`config.mk`:
```
export PLATFORM = sky130hd
export DESIGN_NAME = apb_master_bridge
export DESIGN_NICKNAME = d
export VERILOG_FILES = /design/src/rtl/apb_pkg.sv /design/src/rtl/apb_wait_timer.sv /design/src/rtl/apb_master_bridge.sv
export SDC_FILE = /design/constraint.sdc
export NUM_CORES = 1
export LEC_CHECK = 0
export BUFFER_PORTS_ARGS = -buffer_cell sky130_fd_sc_hd__buf_2
export CAP_MARGIN = 20
export CORE_UTILIZATION = 40
export CTS_CLUSTER_SIZE = 28
export DETAILED_ROUTE_END_ITERATION = 8
export GPL_TIMING_DRIVEN = 1
export PLACE_DENSITY = 0.75
export SLEW_MARGIN = 20
export SYNTH_ARGS = -nofsm -noshare
export SYNTH_HDL_FRONTEND = slang
export SYNTH_SLANG_ARGS = --single-unit
```
`constraint.sdc`:
```
create_clock -name clk -period 1.82 [get_ports clk]
set_input_delay 0.182 -clock clk [delete_from_list [all_inputs] [get_ports clk]]
set_output_delay 0.182 -clock clk [all_outputs]
set_load 0.02 [all_outputs]
```
`src/rtl/apb_pkg.sv`:
```
// Shared types and default widths for the APB requester and its helpers.
package apb_pkg;

  localparam int unsigned APB_ADDR_W = 8;
  localparam int unsigned APB_DATA_W = 32;

  typedef enum logic [1:0] {
    IDLE   = 2'd0,
    SETUP  = 2'd1,
    ACCESS = 2'd2
  } apb_state_t;

  // Command captured at acceptance and replayed onto PWRITE/PADDR/PWDATA.
  typedef struct packed {
    logic                  write;
    logic [APB_ADDR_W-1:0] addr;
    logic [APB_DATA_W-1:0] wdata;
  } apb_cmd_t;

endpackage

```
`src/rtl/apb_wait_timer.sv`:
```
// Saturating count of consecutive not-ready ACCESS cycles; flags the cycle
// that reaches TIMEOUT_CYCLES so the requester can abort in that same cycle.
module apb_wait_timer #(
  parameter int unsigned TIMEOUT_CYCLES = 16
) (
  input  logic i_clk,
  input  logic i_reset,
  input  logic i_clear,
  input  logic i_inc,
  output logic o_expire_c
);

  localparam int unsigned CNT_W = (TIMEOUT_CYCLES == 0) ? 1 : $clog2(TIMEOUT_CYCLES + 1);
  localparam logic [CNT_W-1:0] CNT_MAX  = '1;
  localparam logic [CNT_W-1:0] CNT_LAST = CNT_W'((TIMEOUT_CYCLES == 0) ? 0 : TIMEOUT_CYCLES - 1);

  logic [CNT_W-1:0] r_cnt;

  always_ff @(posedge i_clk) begin
    if (i_reset || i_clear) begin
      r_cnt <= '0;
    end else if (i_inc && (r_cnt != CNT_MAX)) begin
      r_cnt <= r_cnt + CNT_W'(1);
    end
  end

  // r_cnt holds the not-ready cycles already seen, so this one is number r_cnt+1.
  assign o_expire_c = (TIMEOUT_CYCLES != 0) && i_inc && (r_cnt == CNT_LAST);

endmodule

```
`src/rtl/apb_master_bridge.sv`:
```
// Single-outstanding APB requester: valid/ready command in, SETUP/ACCESS on
// the bus, one response pulse per command with a wait-state timeout.
module apb_master_bridge
  import apb_pkg::*;
#(
  parameter int unsigned ADDR_W         = APB_ADDR_W,
  parameter int unsigned DATA_W         = APB_DATA_W,
  parameter int unsigned TIMEOUT_CYCLES = 16
) (
  input  logic              clk,
  input  logic              reset,
  input  logic              cmd_valid,
  output logic              cmd_ready,
  input  logic              cmd_write,
  input  logic [ADDR_W-1:0] cmd_addr,
  input  logic [DATA_W-1:0] cmd_wdata,
  output logic              rsp_valid,
  output logic [DATA_W-1:0] rsp_rdata,
  output logic              rsp_err,
  output logic              apb_sel,
  output logic              apb_enable,
  output logic              apb_write,
  output logic [ADDR_W-1:0] apb_addr,
  output logic [DATA_W-1:0] apb_wdata,
  input  logic [DATA_W-1:0] apb_rdata,
  input  logic              apb_ready,
  input  logic              apb_slverr
);

  apb_state_t        r_state;
  apb_cmd_t          r_cmd;
  logic              r_sel;
  logic              r_enable;
  logic              r_rsp_valid;
  logic              r_rsp_err;
  logic [DATA_W-1:0] r_rsp_rdata;

  logic w_accept;
  logic w_wait;
  logic w_expire;

  assign cmd_ready = (r_state == IDLE) && !reset;
  assign w_accept  = (r_state == IDLE) && cmd_valid;
  assign w_wait    = (r_state == ACCESS) && !apb_ready;

  apb_wait_timer #(
    .TIMEOUT_CYCLES(TIMEOUT_CYCLES)
  ) u_wait_timer (
    .i_clk      (clk),
    .i_reset    (reset),
    .i_clear    (w_accept),
    .i_inc      (w_wait),
    .o_expire_c (w_expire)
  );

  // Command fields stay in r_cmd after completion, so the bus idles on its last values.
  always_ff @(posedge clk) begin
    if (reset) begin
      r_state     <= IDLE;
      r_cmd       <= '0;
      r_sel       <= 1'b0;
      r_enable    <= 1'b0;
      r_rsp_valid <= 1'b0;
      r_rsp_err   <= 1'b0;
      r_rsp_rdata <= '0;
    end else begin
      r_rsp_valid <= 1'b0;
      case (r_state)
        IDLE: begin
          if (cmd_valid) begin
            r_cmd.write <= cmd_write;
            r_cmd.addr  <= APB_ADDR_W'(cmd_addr);
            r_cmd.wdata <= APB_DATA_W'(cmd_wdata);
            r_sel       <= 1'b1;
            r_state     <= SETUP;
          end
        end
        SETUP: begin
          r_enable <= 1'b1;
          r_state  <= ACCESS;
        end
        ACCESS: begin
          if (apb_ready || w_expire) begin
            r_sel       <= 1'b0;
            r_enable    <= 1'b0;
            r_rsp_valid <= 1'b1;
            r_rsp_err   <= !apb_ready || apb_slverr;
            r_rsp_rdata <= (apb_ready && !apb_slverr && !r_cmd.write) ? apb_rdata : '0;
            r_state     <= IDLE;
          end
        end
        default: begin
          r_sel    <= 1'b0;
          r_enable <= 1'b0;
          r_state  <= IDLE;
        end
      endcase
    end
  end

  assign apb_sel    = r_sel;
  assign apb_enable = r_enable;
  assign apb_write  = r_cmd.write;
  assign apb_addr   = ADDR_W'(r_cmd.addr);
  assign apb_wdata  = DATA_W'(r_cmd.wdata);
  assign rsp_valid  = r_rsp_valid;
  assign rsp_err    = r_rsp_err;
  assign rsp_rdata  = r_rsp_rdata;

endmodule

```
==> impl_metrics.csv, run 1 <==
group,metric,value,unit
yosys,ys.flop_type,"dfxtp_1",
yosys,ys_async_sr_fraction,0,%
detailed_routing,drt_iter0_drc,139,
timing,rsz0062_at_grt,"true",
detailed_routing,wl_per_cell,13.7,µm
clocking,cts_max_level,3,
outcome,violations,"setup timing",
outcome,outcome,"finished with violations",
clocking,worstSkewPairLatency,340,ps
setup_path,cp_slowest_cell,"or4b_4",
yosys,yosysMostFrequentCell,"dfxtp_1",
clocking,cts_hold_buf,0,
detailed_routing,route.met3.wl,614,µm
global_routing,gr-total-overflow,0,
detailed_routing,drt-total-wl,7490,µm
power,p_per_area,895,mW/mm²
setup_path,critPathMaxFanout,5,
cells_and_area,diodes,0,
setup_path,worst_ep_arrival_time,2120,ps
timing,tightest_slew,458,ps
timing,tns,-39.0,ps
timing,fmax,542,MHz
clocking,cts_sinks,84,
setup_path,cp-end-kind,"register",
cells_and_area,nets,526,
cells_and_area,final_cell_area,0.00414,mm²
global_routing,grt_first_pass_wirelength,11100,µm
floorplan,start_util,41.3,%
yosys,synthTopCellsByArea,"dfxtp_1 (56%), a22o_1 (12%), nand4_1 (6.7%)",
setup_path,path_cells,"ha_4 -> and3_4 -> ha_4 -> or4b_4 -> or3_1 -> a21oi_1",
yosys,synth_nets,378,
global_routing,grtUsageTotal,18.4,%
cells_and_area,layoutNonFillerInstCount,548,
flow_run,maxCapViolCount,0,
yosys,yosys_warnings,0,
setup_path,required,2090,ps
global_routing,grt_pass1_vias,2495,
setup_path,r2r-start,"u_wait_timer.r_cnt[0]$_SDFFE_PP0P_",
setup_path,startpoint,"u_wait_timer.r_cnt[0]$_SDFFE_PP0P_",
setup_path,cp.buffers_inverters,0,
yosys,yosys.area.top_type_share,56.4,%
yosys,synthTopCellsByCount,"dfxtp_1 (84), a22o_1 (41), a21oi_1 (37)",
cells_and_area,layout.filler_cells,660,
cells_and_area,area_growth,38.9,%
power,cellLeakagePower,1.91,nW
detailed_routing,drc_errors,0,
global_routing,grt_max_degree,43,
timing,clock_skew,8.62,ps
yosys,synth_top_area_cell,"dfxtp_1",
clocking,cts_root_buffer,"clkbuf_8",
timing,worst_slack,-25.6,ps
setup_path,max_stage_delay,500,ps
clocking,cts_buffer_depth,2,
floorplan,die_y,88.3,µm
setup_path,cpLargestDelayFamily,"simple AND/OR/NAND/NOR gates",
cells_and_area,register_area,0.00168,mm²
clocking,cts_buffers,9,
power,power,3.70,mW
detailed_routing,via_count,2894,
floorplan,core-area,0.00721,mm²
yosys,ys_seq_area_share,56.4,%
floorplan,io_pins,156,
floorplan,std_cell_rows,31,
floorplan,chipWidth,88.3,µm
detailed_routing,top_layer,"met4",
placement,place_area,0.00388,mm²
clocking,path_clk_slew,80,ps
yosys,synth_edf_count,0,
min_path,worst_hold_startpoint,"cmd_wdata[10]",
detailed_routing,dr_wl_met2,3330,µm
setup_path,start_kind,"register",
cells_and_area,drive_above_1_share,43.0,%
clocking,tritoncts,"yes",
timing,hold_viol_final,0,
detailed_routing,dr.pass1.iters,4,
yosys,avgSynthCellArea,10.0,µm²
placement,place_hpwl,4980,µm
cells_and_area,multiInputGateArea,0.00120,mm²
placement,dp_cells,530,
timing,period_needed,1850,ps
timing,relSlewSlack,69.4,%
setup_path,path_class,"reg2reg",
setup_path,cpMostUsedCell,"ha_4",
timing,setup_viol,2,
global_routing,antenna_found_initial,0,
detailed_routing,viasPerCell,5.28,
yosys,ys_ff_latch,84,
yosys,synthCells,297,
timing,final.period_utilization,101,%
min_path,hold_path.class,"in2reg",
power,vdd_drop_max,0.479,mV
floorplan,die-area,0.00780,mm²
detailed_routing,antenna_left,0,
yosys,synthDistinctLibCells,32,
timing,maxSlewViolCount,0,
yosys,netlist_area,0.00298,mm²
detailed_routing,met1_length,3400,µm
placement,port_buffers,155,
placement,place_congestion,0.786,
cells by family after synthesis:
family / share of synthesized area, %
compound gates: 25.1
flops: 56.4
simple gates: 11.5
buf+inv: 5.04
fa+ha+maj: 1.26
xor+xnor: 0.294
mux: 0.336
layer usage:
layer | vias to the layer above | global-route usage, %
met2 | 138 | 29.9
li1 | 1405 | -
met4 | 0 | 10.3
met5 | - | 0
met1 | 1337 | 22.0
met3 | 14 | 5.22
through the flow:
stage	utilization, %	hold slack (ps)	setup slack, ps
after floorplan	-	292	14.8
after global placement	53.8	391	3.83
after detailed placement	53.8	397	-47.8
after CTS	56.9	24.6	-46.2
after global routing	57.4	33.8	-89.2
final	57.4	45.2	-25.6
report_power, final:
group | switching, mW | leakage (nW) | internal (mW) | total (mW)
combinational | 0.281 | 1.13 | 0.200 | 0.481
clock | 0.600 | 0.0935 | 0.665 | 1.26
sequential | 0.0452 | 0.685 | 1.91 | 1.96
cells in the final DEF, fill, tap and decap left out, types with 2 or more instances in the layout:
cell type,n
nand2_1,2
nor2_1,4
buf_12,3
nor3_1,3
o21ai_0,34
clkbuf_1,3
dfxtp_2,2
nor2_2,2
a22o_1,41
buf_2,155
a21oi_1,36
clkbuf_8,10
nand4_1,32
ha_4,2
inv_1,4
or3_1,2
dfxtp_1,82
buf_4,10
registers in the layout, summed over array words and instances (netlist names):
| register | cells |
|---|---|
| apb_wdata | 32 |
| rsp_rdata | 32 |
| u_wait_timer.r_cnt | 5 |
| apb_enable | 1 |
| rsp_valid | 1 |
| r_state | 2 |
| apb_write | 1 |
| rsp_err | 1 |
| apb_addr | 8 |
| apb_sel | 1 |
cell type report:
type                    count  area share, %
clock buffers              13           3.60
clock inverters             2          0.846
inverters                   4          0.363
repair buffers            169           22.6
flip-flops and latches     84           40.7
well taps                  99           2.99
multi-input cells         177           28.9
worst reg2reg max path: stages, from the launching register on:
cell	delay, ps
dfxtp_2	340
ha_4	160
and3_4	170
ha_4	150
or4b_4	500
or3_1	320
a21oi_1	150
what timing repair did:
action / CTS / global route
setup buffers: 2 / 0
cloned: 0 / 1
resized for setup: 4 / 3
hold endpoints to repair: 0 / 0
setup endpoints to repair: 2 / 15
pin swaps: 3 / 2
final timing paths:
kind,to,slack (ps),depth (start not counted)
worst max register to register,u_wait_timer.r_cnt[3]$_SDFFE_PP0P_,-30,6
worst max-delay path,u_wait_timer.r_cnt[3]$_SDFFE_PP0P_,-30,6
worst min register to register,rsp_rdata[14]$_SDFFE_PP0P_,470,2
worst min-delay path,apb_wdata[10]$_SDFFE_PP0P_,50,2
Note: power is estimated with default switching activity, not from simulation.
==> run 2, diff against run 1 <==
- CORE_UTILIZATION: 40 -> 44
- PLACE_DENSITY: 0.75 -> 0.78
- clock period: 1.82 -> 1.99 ns (I/O delays scaled with it)
==> run 2 against run 1 <==
- the flow finishes with violations (DRC)
- sequential power down 9%
- register-to-register slack better by 90 ps
- core utilization up 5.2 points
- combinational power down 10%
- die area down 8.9%
- worst hold slack better by 17 ps
- clock skew about the same
- critical endpoint is now u_wait_timer.r_cnt[2]$_SDFFE_PP0P_
- highest routed layer unchanged
==> impl_metrics.csv, run 2 (same netlist as run 1, synthesis figures left out) <==
group,metric,value,unit
outcome,outcome,"finished with violations",
outcome,violations,"DRC",
detailed_routing,antenna_left,0,
setup_path,critPathMaxFanout,5,
setup_path,path_class,"reg2reg",
setup_path,required,2260,ps
floorplan,chipWidth,84.3,µm
detailed_routing,drc_errors,24,
setup_path,rrSetupSlack,60,ps
power,p_per_area,822,mW/mm²
timing,period_needed,1930,ps
clocking,tritoncts,"yes",
clocking,cts_hold_buf,0,
flow_run,maxCapViolCount,0,
clocking,worstSkewPairLatency,340,ps
detailed_routing,drt-total-wl,7150,µm
setup_path,reg2regPathDepth,6,
power,vdd_drop_max,0.493,mV
global_routing,grtUsageTotal,20.0,%
clocking,cts_buffers,9,
floorplan,std_cell_rows,29,
placement,port_buffers,155,
power,cellLeakagePower,1.87,nW
floorplan,die-area,0.00711,mm²
global_routing,antenna_found_initial,0,
timing,clock_skew,9.03,ps
cells_and_area,drive_above_1_share,42.8,%
global_routing,grt_first_pass_wirelength,11600,µm
power,power,3.32,mW
floorplan,core-area,0.00646,mm²
cells_and_area,nets,522,
cells_and_area,layout.filler_cells,552,
timing,rsz0062_at_grt,"false",
clocking,cts_buffer_depth,2,
timing,tightest_slew,520,ps
timing,setup_viol,0,
timing,tns,0,ps
timing,fmax,518,MHz
cells_and_area,layout_commonest_cell,"buf_2",
clocking,path_clk_slew,90,ps
detailed_routing,drt_iter0_drc,162,
floorplan,start_util,46.1,%
global_routing,gr-total-overflow,0,
min_path,worst_hold_startpoint,"cmd_wdata[17]",
global_routing,grt_pass1_vias,2536,
setup_path,cp-end-kind,"register",
timing,maxSlewViolCount,0,
clocking,cts_max_level,3,
cells_and_area,diodes,0,
floorplan,io_pins,156,
timing,hold_viol_final,0,
setup_path,reg2reg_to,"u_wait_timer.r_cnt[2]$_SDFFE_PP0P_",
detailed_routing,wl_per_cell,13.7,µm
timing,final.period_utilization,97.0,%
setup_path,r2r-start,"u_wait_timer.r_cnt[1]$_SDFFE_PP0P_",
cells_and_area,layout_common_cells,"buf_2 (155), dfxtp_1 (83), a22o_1 (41)",
timing,relSlewSlack,65.3,%
setup_path,start_kind,"register",
setup_path,worst_ep_arrival_time,2210,ps
placement,place_hpwl,4800,µm
cells_and_area,area_growth,35.6,%
min_path,hold_path.class,"in2reg",
detailed_routing,viasPerCell,5.37,
floorplan,die_y,84.3,µm
min_path,holdPathStages,2,
min_path,hold_end,"apb_wdata[17]$_SDFFE_PP0P_",
detailed_routing,via_count,2808,
global_routing,grt_max_degree,43,
cells_and_area,post-route-util,62.6,%
placement,place_congestion,0.779,
clocking,cts_root_buffer,"clkbuf_8",
detailed_routing,dr.pass1.iters,7,
clocking,cts_sinks,84,
==> run 2: final cells by class <==
class,count,area (µm²),area share (%)
sequential,84,1680,41.7
tap,77,96.3,2.38
timing repair buffer,165,888,22.0
inverter,4,15.0,0.372
clock buffer,10,138,3.41
multi-input combinational,177,1170,29.0
clock inverter,6,46.3,1.15
==> run 2: routing by layer <==
metal  GRT usage [%]  up-vias  wire length [µm]
li1                -     1396                 -
met3            5.01       10               682
met2            31.7      159              3130
met5               0        -                 0
met1            26.0     1243              3220
met4            8.46        0               110
==> run 2: metrics by stage <==
| step | setup slack [ps] | hold WS (ps) | cells | area, µm² |
|---|---|---|---|---|
| 4_1_cts | 10.8 | 41.6 | 523 | 4030 |
| 3_5_place_dp | -19.6 | 412 | 507 | 3840 |
| 2_1_floorplan | 47.7 | 309 | 297 | 2980 |
| 5_1_grt | 3.46 | 49.1 | 523 | 4040 |
| 3_3_place_gp | 32.3 | 408 | 507 | 3840 |
| 6_report | 59.7 | 62.6 | 523 | 4040 |
==> run 2: where the power goes <==
group          leakage [nW]  internal [mW]  switching (mW)
registers             0.685           1.75          0.0404
logic                  1.10          0.178           0.254
clock network        0.0893          0.496           0.604
==> run 2: critical path, stage by stage, from the launching register on <==
cell     delay, ps
dfxtp_2        340
ha_2           170
and3_4         180
ha_2           170
or4b_4         530
or3_1          340
a21oi_2        140
==> run 2: worst max-delay path by stage <==
| stage | to | slack [ps] | start |
|---|---|---|---|
| global route | u_wait_timer.r_cnt[2]$_SDFFE_PP0P_ | 3 | u_wait_timer.r_cnt[1]$_SDFFE_PP0P_ |
| global placement | u_wait_timer.r_cnt[3]$_SDFFE_PP0P_ | 30 | u_wait_timer.r_cnt[0]$_SDFFE_PP0P_ |
| CTS | u_wait_timer.r_cnt[3]$_SDFFE_PP0P_ | 10 | u_wait_timer.r_cnt[1]$_SDFFE_PP0P_ |
| finish | u_wait_timer.r_cnt[2]$_SDFFE_PP0P_ | 60 | u_wait_timer.r_cnt[1]$_SDFFE_PP0P_ |
| detailed placement | u_wait_timer.r_cnt[3]$_SDFFE_PP0P_ | -20 | u_wait_timer.r_cnt[1]$_SDFFE_PP0P_ |
| floorplan | u_wait_timer.r_cnt[3]$_SDFFE_PP0P_ | 50 | u_wait_timer.r_cnt[0]$_SDFFE_PP0P_ |
==> run 2: repair_timing <==
action,CTS,global route
setup buffers,0,0
setup endpoints to repair,2,33
cloned,0,0
gates resized for setup,3,3
pin swaps,0,1
